$ cat src/rtl/ex_muldiv_ctrl.sv
// Sequencer for the shared HI/LO multiplier and divider: accepts one request from EX,
// stalls the pipeline, launches the selected unit and captures its 64-bit result.
`timescale 1ns/1ps
module ex_muldiv_ctrl #(
   parameter int MUL_LAT = 2
) (
   input  logic        clk,
   input  logic        reset,
   input  logic        req_valid,
   input  logic [1:0]  req_op,
   input  logic [31:0] req_a,
   input  logic [31:0] req_b,
   input  logic        flush,
   input  logic        is_busbusy,
   output logic        stall_req,
   output logic        opreat_over,
   output logic [31:0] hi_value,
   output logic [31:0] lo_value,
   output logic        mul_start,
   output logic        mul_sign,
   output logic        div_start,
   output logic        div_sign,
   output logic        div_abort,
   output logic [31:0] op_a,
   output logic [31:0] op_b,
   input  logic [63:0] mul_result,
   input  logic [63:0] div_result,
   input  logic        div_done
);

   typedef enum logic [1:0] {
      S_IDLE,
      S_MUL,
      S_DIV,
      S_DONE
   } state_e;

   localparam logic [3:0] MUL_LAST = 4'(MUL_LAT - 1);

   state_e      state_q, state_d;
   logic [3:0]  cnt_q, cnt_d;
   logic        sign_q, sign_d;
   logic [31:0] op_a_q, op_a_d;
   logic [31:0] op_b_q, op_b_d;
   logic [31:0] hi_q, hi_d;
   logic [31:0] lo_q, lo_d;

   always_comb begin
      // NOTE: every signal assigned here gets a default first, otherwise paths that
      // leave it untouched would infer a latch.
      state_d = state_q;
      cnt_d   = cnt_q;
      sign_d  = sign_q;
      op_a_d  = op_a_q;
      op_b_d  = op_b_q;
      hi_d    = hi_q;
      lo_d    = lo_q;

      case (state_q)
         S_IDLE: begin
            if (req_valid && !flush) begin
               op_a_d = req_a;
               op_b_d = req_b;
               sign_d = req_op[0];
               cnt_d  = 4'd0;
               if (!req_op[1]) begin
                  state_d = S_MUL;
               end else if (req_b != 32'd0) begin
                  state_d = S_DIV;
               end else begin
                  // Divide by zero completes immediately with a fixed result.
                  state_d = S_DONE;
                  hi_d    = req_a;
                  lo_d    = 32'hFFFF_FFFF;
               end
            end
         end

         S_MUL: begin
            if (flush) begin
               state_d = S_IDLE;
            end else if (cnt_q == MUL_LAST) begin
               hi_d    = mul_result[63:32];
               lo_d    = mul_result[31:0];
               state_d = S_DONE;
            end else begin
               cnt_d = cnt_q + 4'd1;
            end
         end

         S_DIV: begin
            if (flush) begin
               state_d = S_IDLE;
            end else begin
               // A non-zero count marks that the start pulse has already gone out.
               cnt_d = 4'd1;
               if (div_done) begin
                  hi_d    = div_result[63:32];
                  lo_d    = div_result[31:0];
                  state_d = S_DONE;
               end
            end
         end

         S_DONE: begin
            if (flush || !is_busbusy) begin
               state_d = S_IDLE;
            end
         end

         default: state_d = S_IDLE;
      endcase
   end

   // NOTE: state registers use non-blocking assignments so every flop samples the
   // pre-edge values of the others.
   always_ff @(posedge clk) begin
      if (reset) begin
         state_q <= S_IDLE;
         cnt_q   <= 4'd0;
         sign_q  <= 1'b0;
         op_a_q  <= 32'd0;
         op_b_q  <= 32'd0;
         hi_q    <= 32'd0;
         lo_q    <= 32'd0;
      end else begin
         state_q <= state_d;
         cnt_q   <= cnt_d;
         sign_q  <= sign_d;
         op_a_q  <= op_a_d;
         op_b_q  <= op_b_d;
         hi_q    <= hi_d;
         lo_q    <= lo_d;
      end
   end

   assign stall_req   = ((state_q == S_IDLE) && req_valid && !flush) ||
                        (state_q == S_MUL) || (state_q == S_DIV);
   assign opreat_over = (state_q == S_DONE);
   assign mul_start   = (state_q == S_MUL) && (cnt_q == 4'd0);
   assign div_start   = (state_q == S_DIV) && (cnt_q == 4'd0);
   assign div_abort   = flush && (state_q == S_DIV);
   assign mul_sign    = sign_q;
   assign div_sign    = sign_q;
   assign op_a        = op_a_q;
   assign op_b        = op_b_q;
   assign hi_value    = hi_q;
   assign lo_value    = lo_q;

endmodule

$ cat config.mk
export PLATFORM = sky130hd
export DESIGN_NAME = ex_muldiv_ctrl
export DESIGN_NICKNAME = d
export VERILOG_FILES = /design/src/rtl/ex_muldiv_ctrl.sv
export SDC_FILE = /design/constraint.sdc
export NUM_CORES = 1
export LEC_CHECK = 0
export ABC_AREA = 1
export CAP_MARGIN = 25
export CORE_ASPECT_RATIO = 1.25
export CORE_MARGIN = 2
export CORE_UTILIZATION = 40
export DETAILED_ROUTE_END_ITERATION = 12
export HOLD_SLACK_MARGIN = 0.15
export PLACE_DENSITY = 0.81
export SLEW_MARGIN = 5
export SYNTH_ARGS = -nofsm -noshare
export SYNTH_HDL_FRONTEND = slang
export SYNTH_SLANG_ARGS = --single-unit
$ cat constraint.sdc
create_clock -name clk -period 2.5 [get_ports clk]
set_clock_uncertainty 0.05 [all_clocks]
set_input_delay 0.75 -clock clk [delete_from_list [all_inputs] [get_ports clk]]
set_output_delay 0.75 -clock clk [all_outputs]
set_load 0.01 [all_outputs]
**Word level (Yosys, flattened, before mapping)**

Index checks and enable logic that the tools add are counted.
W data, S select, Z words.

- Logic and storage cells: 72
- Bits in registers: 135
- Input port bits: 200
- Output and inout port bits: 135

- Equality and inequality tests: 15
- $add $sub $neg: 1
- Reduce and logical (&&, ||, !) cells: 19
- Multiplexer cells: 30

Operator list:

| cell | count |
|---|---|
| $mux W32 | 14 |
| $pmux W32 S3 | 2 |
| $reduce_bool A32 Y1 | 1 |
| $mux W4 | 4 |
| $ne A2 B2 Y1 const B | 8 |
| $mux W2 | 7 |
| $pmux W4 S3 | 1 |
| $pmux W2 S4 | 1 |
| $reduce_and A8 Y1 | 1 |
| $logic_and A1 B1 Y1 | 6 |
| $ne A3 B3 Y1 const B | 2 |
| $reduce_and A5 Y1 | 1 |
| $add A4 B1 Y4 const B | 1 |
| $eq A2 B2 Y1 const B | 2 |
| $eq A4 B1 Y1 const B | 1 |
| $logic_not A4 Y1 | 1 |
| $reduce_and A4 Y1 | 1 |
| $logic_or A1 B1 Y1 | 3 |
| $reduce_bool A3 Y1 | 1 |
| $eq A2 B1 Y1 const B | 1 |
| $logic_not A1 Y1 | 2 |
| $logic_not A2 Y1 | 1 |
| $ne A2 B1 Y1 const B | 1 |
| $reduce_and A2 Y1 | 1 |
| $mux W1 | 1 |

**Longest topological paths before layout**

- Word-level depth: 5
- Mapped depth: 12
- Depth with buffers taken out: 10

**Worst setup path before layout**

OpenSTA, ideal clock, no wires.

- Path type: in2out
- Start: input port req_valid
- End: output port stall_req
- Arrival: 1.476 ns
- Stages on the path: 5
- Required time: 1.700 ns
- Buffers on the path: 1
- Slack: 0.224 ns
- Cells stage by stage: inv_1 > nor3_4 > inv_2 > clkbuf_1 > nand3_1

- Cells in the longest elaborated chain, start to end: 4

Ends and longest elaborated chain:

| element | line | RTL |
|---|---|---|
| from (decl) | 9 | `input logic req_valid,` |
| $logic_and A1 B1 Y1 (2 in series) | 137 | `assign stall_req = ((state_q == S_IDLE) && req_valid && !flush) \|\|` |
| $logic_or A1 B1 Y1 | 137 |  |
| $logic_or A1 B1 Y1 | 138 | `(state_q == S_MUL) \|\| (state_q == S_DIV);` |
| to (decl) | 15 | `output logic stall_req,` |

Every way passes these cells.

**Worst setup path after layout**

- Start: register state_q[1]
- End: output port opreat_over

- Cells in the longest elaborated chain, start to end: 1

Ends and longest elaborated chain:

| element | line | RTL |
|---|---|---|
| from (decl) | 40 | `state_e state_q, state_d;` |
| from (signal assigned) | 127 | `state_q <= state_d;` |
| $eq A2 B2 Y1 | 139 | `assign opreat_over = (state_q == S_DONE);` |
| to (decl) | 16 | `output logic opreat_over,` |

Every way passes these cells.

==> flow_summary_export.csv <==
group,metric,value,unit
status,status,"complete, no violations",
clock_network,clk_pin_slew,0.06,ns
final_layout,finalNonFillerCells,1455,
logic_synthesis,synth_top_family_by_area,"simple AND/OR/NAND/NOR gates",
clock_network,clkLatencyLatePin,0.41,ns
placed_design,preCtsSetupSlack,-0.3994,ns
setup_path,r2r.worst_path.cells,11,
setup_path,crit_path_max_fanout,3,
placed_design,port_buffers,334,
logic_synthesis,synthArstFlopShare,0,%
global_route,grt_pass1_vias,7195,
detailed_routing,dr.first_iter.drc_count,501,
hold_path,hold_start,"lo_value[16]",
global_route,grt_first_pass_wirelength,37080,µm
clock_network,cts_root_buf,"clkbuf_16",
setup_path,required,1.70,ns
floorplan,rows,51,
pwr,powerDensity,1275,nW/µm²
timing,fmax,0.4179,GHz
logic_synthesis,synth_cell_types,28,
logic_synthesis,synthFlopType,"dfxtp_1",
clock_network,clock_sinks,135,
logic_synthesis,ys_ff_latch,135,
setup_path,reg2reg_slack,0.32,ns
clock_network,clock_path_buffers,2,
timing,fin_ws,0.1073,ns
logic_synthesis,synth_compound_area_share,20.00,%
global_route,met3_usage,8.268,%
global_route,antenna_found_initial,0,
timing,finalMaxSlewViolations,0,
logic_synthesis,synth_area_leader_cell,"dfxtp_1",
clock_network,cts_hold_buf,0,
clock_network,cts_made_buffers,17,
global_route,grt_util_all_layers,26.91,%
setup_path,cp-start-kind,"flop",
placed_design,hpwlAfterDp,17280,µm
placed_design,place_inst,1423,
detailed_routing,wl,23450,µm
logic_synthesis,synth_area,6432,µm²
global_route,met2_usage,44.06,%
logic_synthesis,yosys-top-cells-area,"dfxtp_1, nor2_1, nand2_1, a21oi_1, nand3_1",
final_layout,area_growth,65.80,%
floorplan,die_area,17120,µm²
logic_synthesis,synthAdderAreaFrac,1.556,%
timing,setup_viol,0,
timing,min_period,2.393,ns
floorplan,core_area,15630,µm²
final_layout,num_antenna_cells,0,
global_route,grt_max_degree,72,
hold_path,hold_end,"lo_value[16]",
setup_path,crit_arrival,1.59,ns
floorplan,start_util,41.14,%
logic_synthesis,synth_warnings,0,
floorplan,die_h,145.8,µm
detailed_routing,ant_nets,0,
floorplan,num_io_pins,335,
setup_path,r2r-end,"hi_value[0]",
global_route,grt_util_met1,32.26,%
timing,tightest_slew,0.6428,ns
final_layout,ff_latch_area,2703,µm²
pwr,ir_drop,649.8,µV
floorplan,chipWidth,117.4,µm
logic_synthesis,synth_mux_area_share,0,%
final_layout,fillCellCount,1311,
logic_synthesis,yosysMostFrequentCell,"nor2_1",
flow_run,drv_cap,0,
detailed_routing,wl_per_cell,16.12,µm
logic_synthesis,synthXorXnorAreaFrac,0,%
detailed_routing,drc,0,
logic_synthesis,ys_seq_area_share,42.02,%
logic_synthesis,syn_nets,1118,
setup_path,r2r_start,"state_q[1]",
timing,period_share,95.71,%
pwr,leakage,4.373,nW
hold_path,hold_class,"reg -> reg",
logic_synthesis,synth_top_area_share,42.02,%
hold_path,worstHoldPathCells,2,
timing,slew-limit-headroom,57.14,%
final_layout,multi_input_area,3234,µm²
final_layout,finalNetCount,1438,
timing,hold_viol,0,
detailed_routing,vias_per_cell,5.087,
logic_synthesis,netlist_instances,910,
clock_network,htreeDepth,4,
placed_design,place_congestion,0.9242,
detailed_routing,drt_first_pass_iters,5,
setup_path,crit_type,"reg -> out",
logic_synthesis,avgSynthCellArea,7.069,µm²
global_route,gr-total-overflow,0,
final_layout,drive_above_1_share,8.286,%
logic_synthesis,synth_common_cells,"nor2_1, nand2_1, dfxtp_1",
timing,rsz0062_at_grt,"false",
detailed_routing,dr_total_vias,7402,
global_route,busiest_layer,"met2",
setup_path,worst_setup_path_end_kind,"primary output",
clock_network,cts_setup_buffers,0,
clock_network,cts_tree,"built",
logic_synthesis,synth_edf_count,0,
timing,whs,0.4256,ns
logic_synthesis,synth_simple_gate_area_share,28.42,%
==> report_power, final <==
group | switching [mW] | leakage, nW | total [mW] | internal, mW
registers | 0.385 | 1.11 | 3.26 | 2.87
logic | 4.26 | 2.99 | 7.89 | 3.62
clock network | 0.988 | 0.275 | 2.46 | 1.47
total | 5.63 | 4.37 | 13.6 | 7.96
==> how the worst max path moves through the flow <==
| stage | startpoint | end | slack, ns | depth (start not counted) |
|---|---|---|---|---|
| 2_1_floorplan | req_valid | stall_req | 0.22 | 5 |
| 3_3_place_gp | req_valid | stall_req | -0.39 | 6 |
| 3_5_place_dp | req_valid | stall_req | -0.40 | 6 |
| 4_1_cts | req_valid | stall_req | 0.05 | 6 |
| 5_1_grt | state_q[1] | mul_start | 0.03 | 5 |
| 6_report | state_q[1] | opreat_over | 0.11 | 2 |
==> flip-flops by register name (all words and copies together) (netlist names) <==
register  cells
state_q       2
lo_value     32
hi_value     32
op_b         32
op_a         32
cnt_q         4
div_sign      1
==> repair_timing <==
item / 4_1_cts / 5_1_grt
resized for setup: 11 / 2
pin swaps: 1 / 1
endpoints found under the setup margin: 4 / 1
==> metal layers <==
layer  vias up  wire [µm]  share of wire [%]
met5         -          0                  0
met4         0        867                3.7
met3        56       1872                8.0
met2       294      11230                 48
met1      3372       9476                 40
li1       3680          -                  -
==> cell type report <==
| cell class | instances | area share (%) |
|---|---|---|
| Clock buffer | 17 | 3.989 |
| Inverter | 23 | 0.8212 |
| Tap cell | 212 | 2.487 |
| Multi-Input combinational cell | 676 | 30.33 |
| Timing Repair Buffer | 377 | 35.59 |
| Sequential cell | 135 | 25.34 |
| Clock inverter | 15 | 1.443 |
==> cell families (layout without fill, tap and decap cells) <==
group,count (synthesis),in the layout
buffers and inverters,99,432
adders and majority gates,8,8
AOI/OAI and AO/OA,215,215
and+or+nand+nor,453,453
DFF,135,135
==> through the flow <==
| stage | TNS [ns] | util, % | total power, mW | area (µm²) |
|---|---|---|---|---|
| 3_3_place_gp | -10.35 | 64.48 | 11.03 | 10080 |
| 3_5_place_dp | -12.40 | 64.48 | 11.14 | 10080 |
| 4_1_cts | 0 | 68.20 | 13.63 | 10660 |
| 2_1_floorplan | 0 | - | 7.921 | 6432 |
| 5_1_grt | 0 | 68.22 | 14.58 | 10670 |
| 6_report | 0 | 68.22 | 13.60 | 10670 |
==> critical path, stage by stage, from the launching register on <==
cell	delay, ns
dfxtp_1	0.39
ha_1	0.23
clkdlybuf4s50_1	0.56
==> cells in the final DEF, fill, tap and decap left out, types with 2 or more instances in the layout <==
cell	netlist	layout
a21oi_1	87	87
a21oi_2	14	14
a221oi_1	36	36
a22o_1	6	6
buf_12	0	11
buf_4	6	32
bufinv_16	0	2
clkbuf_16	0	17
clkdlybuf4s50_1	0	328
clkinv_2	0	5
clkinv_4	0	3
clkinvlp_4	0	4
dfxtp_1	135	135
dlygate4sd2_1	0	4
ha_1	8	7
inv_1	18	15
inv_2	4	6
inv_6	0	2
nand2_1	154	153
nand3_1	71	71
nor2_1	219	219
nor3_1	3	3
o21ai_0	68	68
o21ai_1	4	4
(Power assumes the default switching activity.)
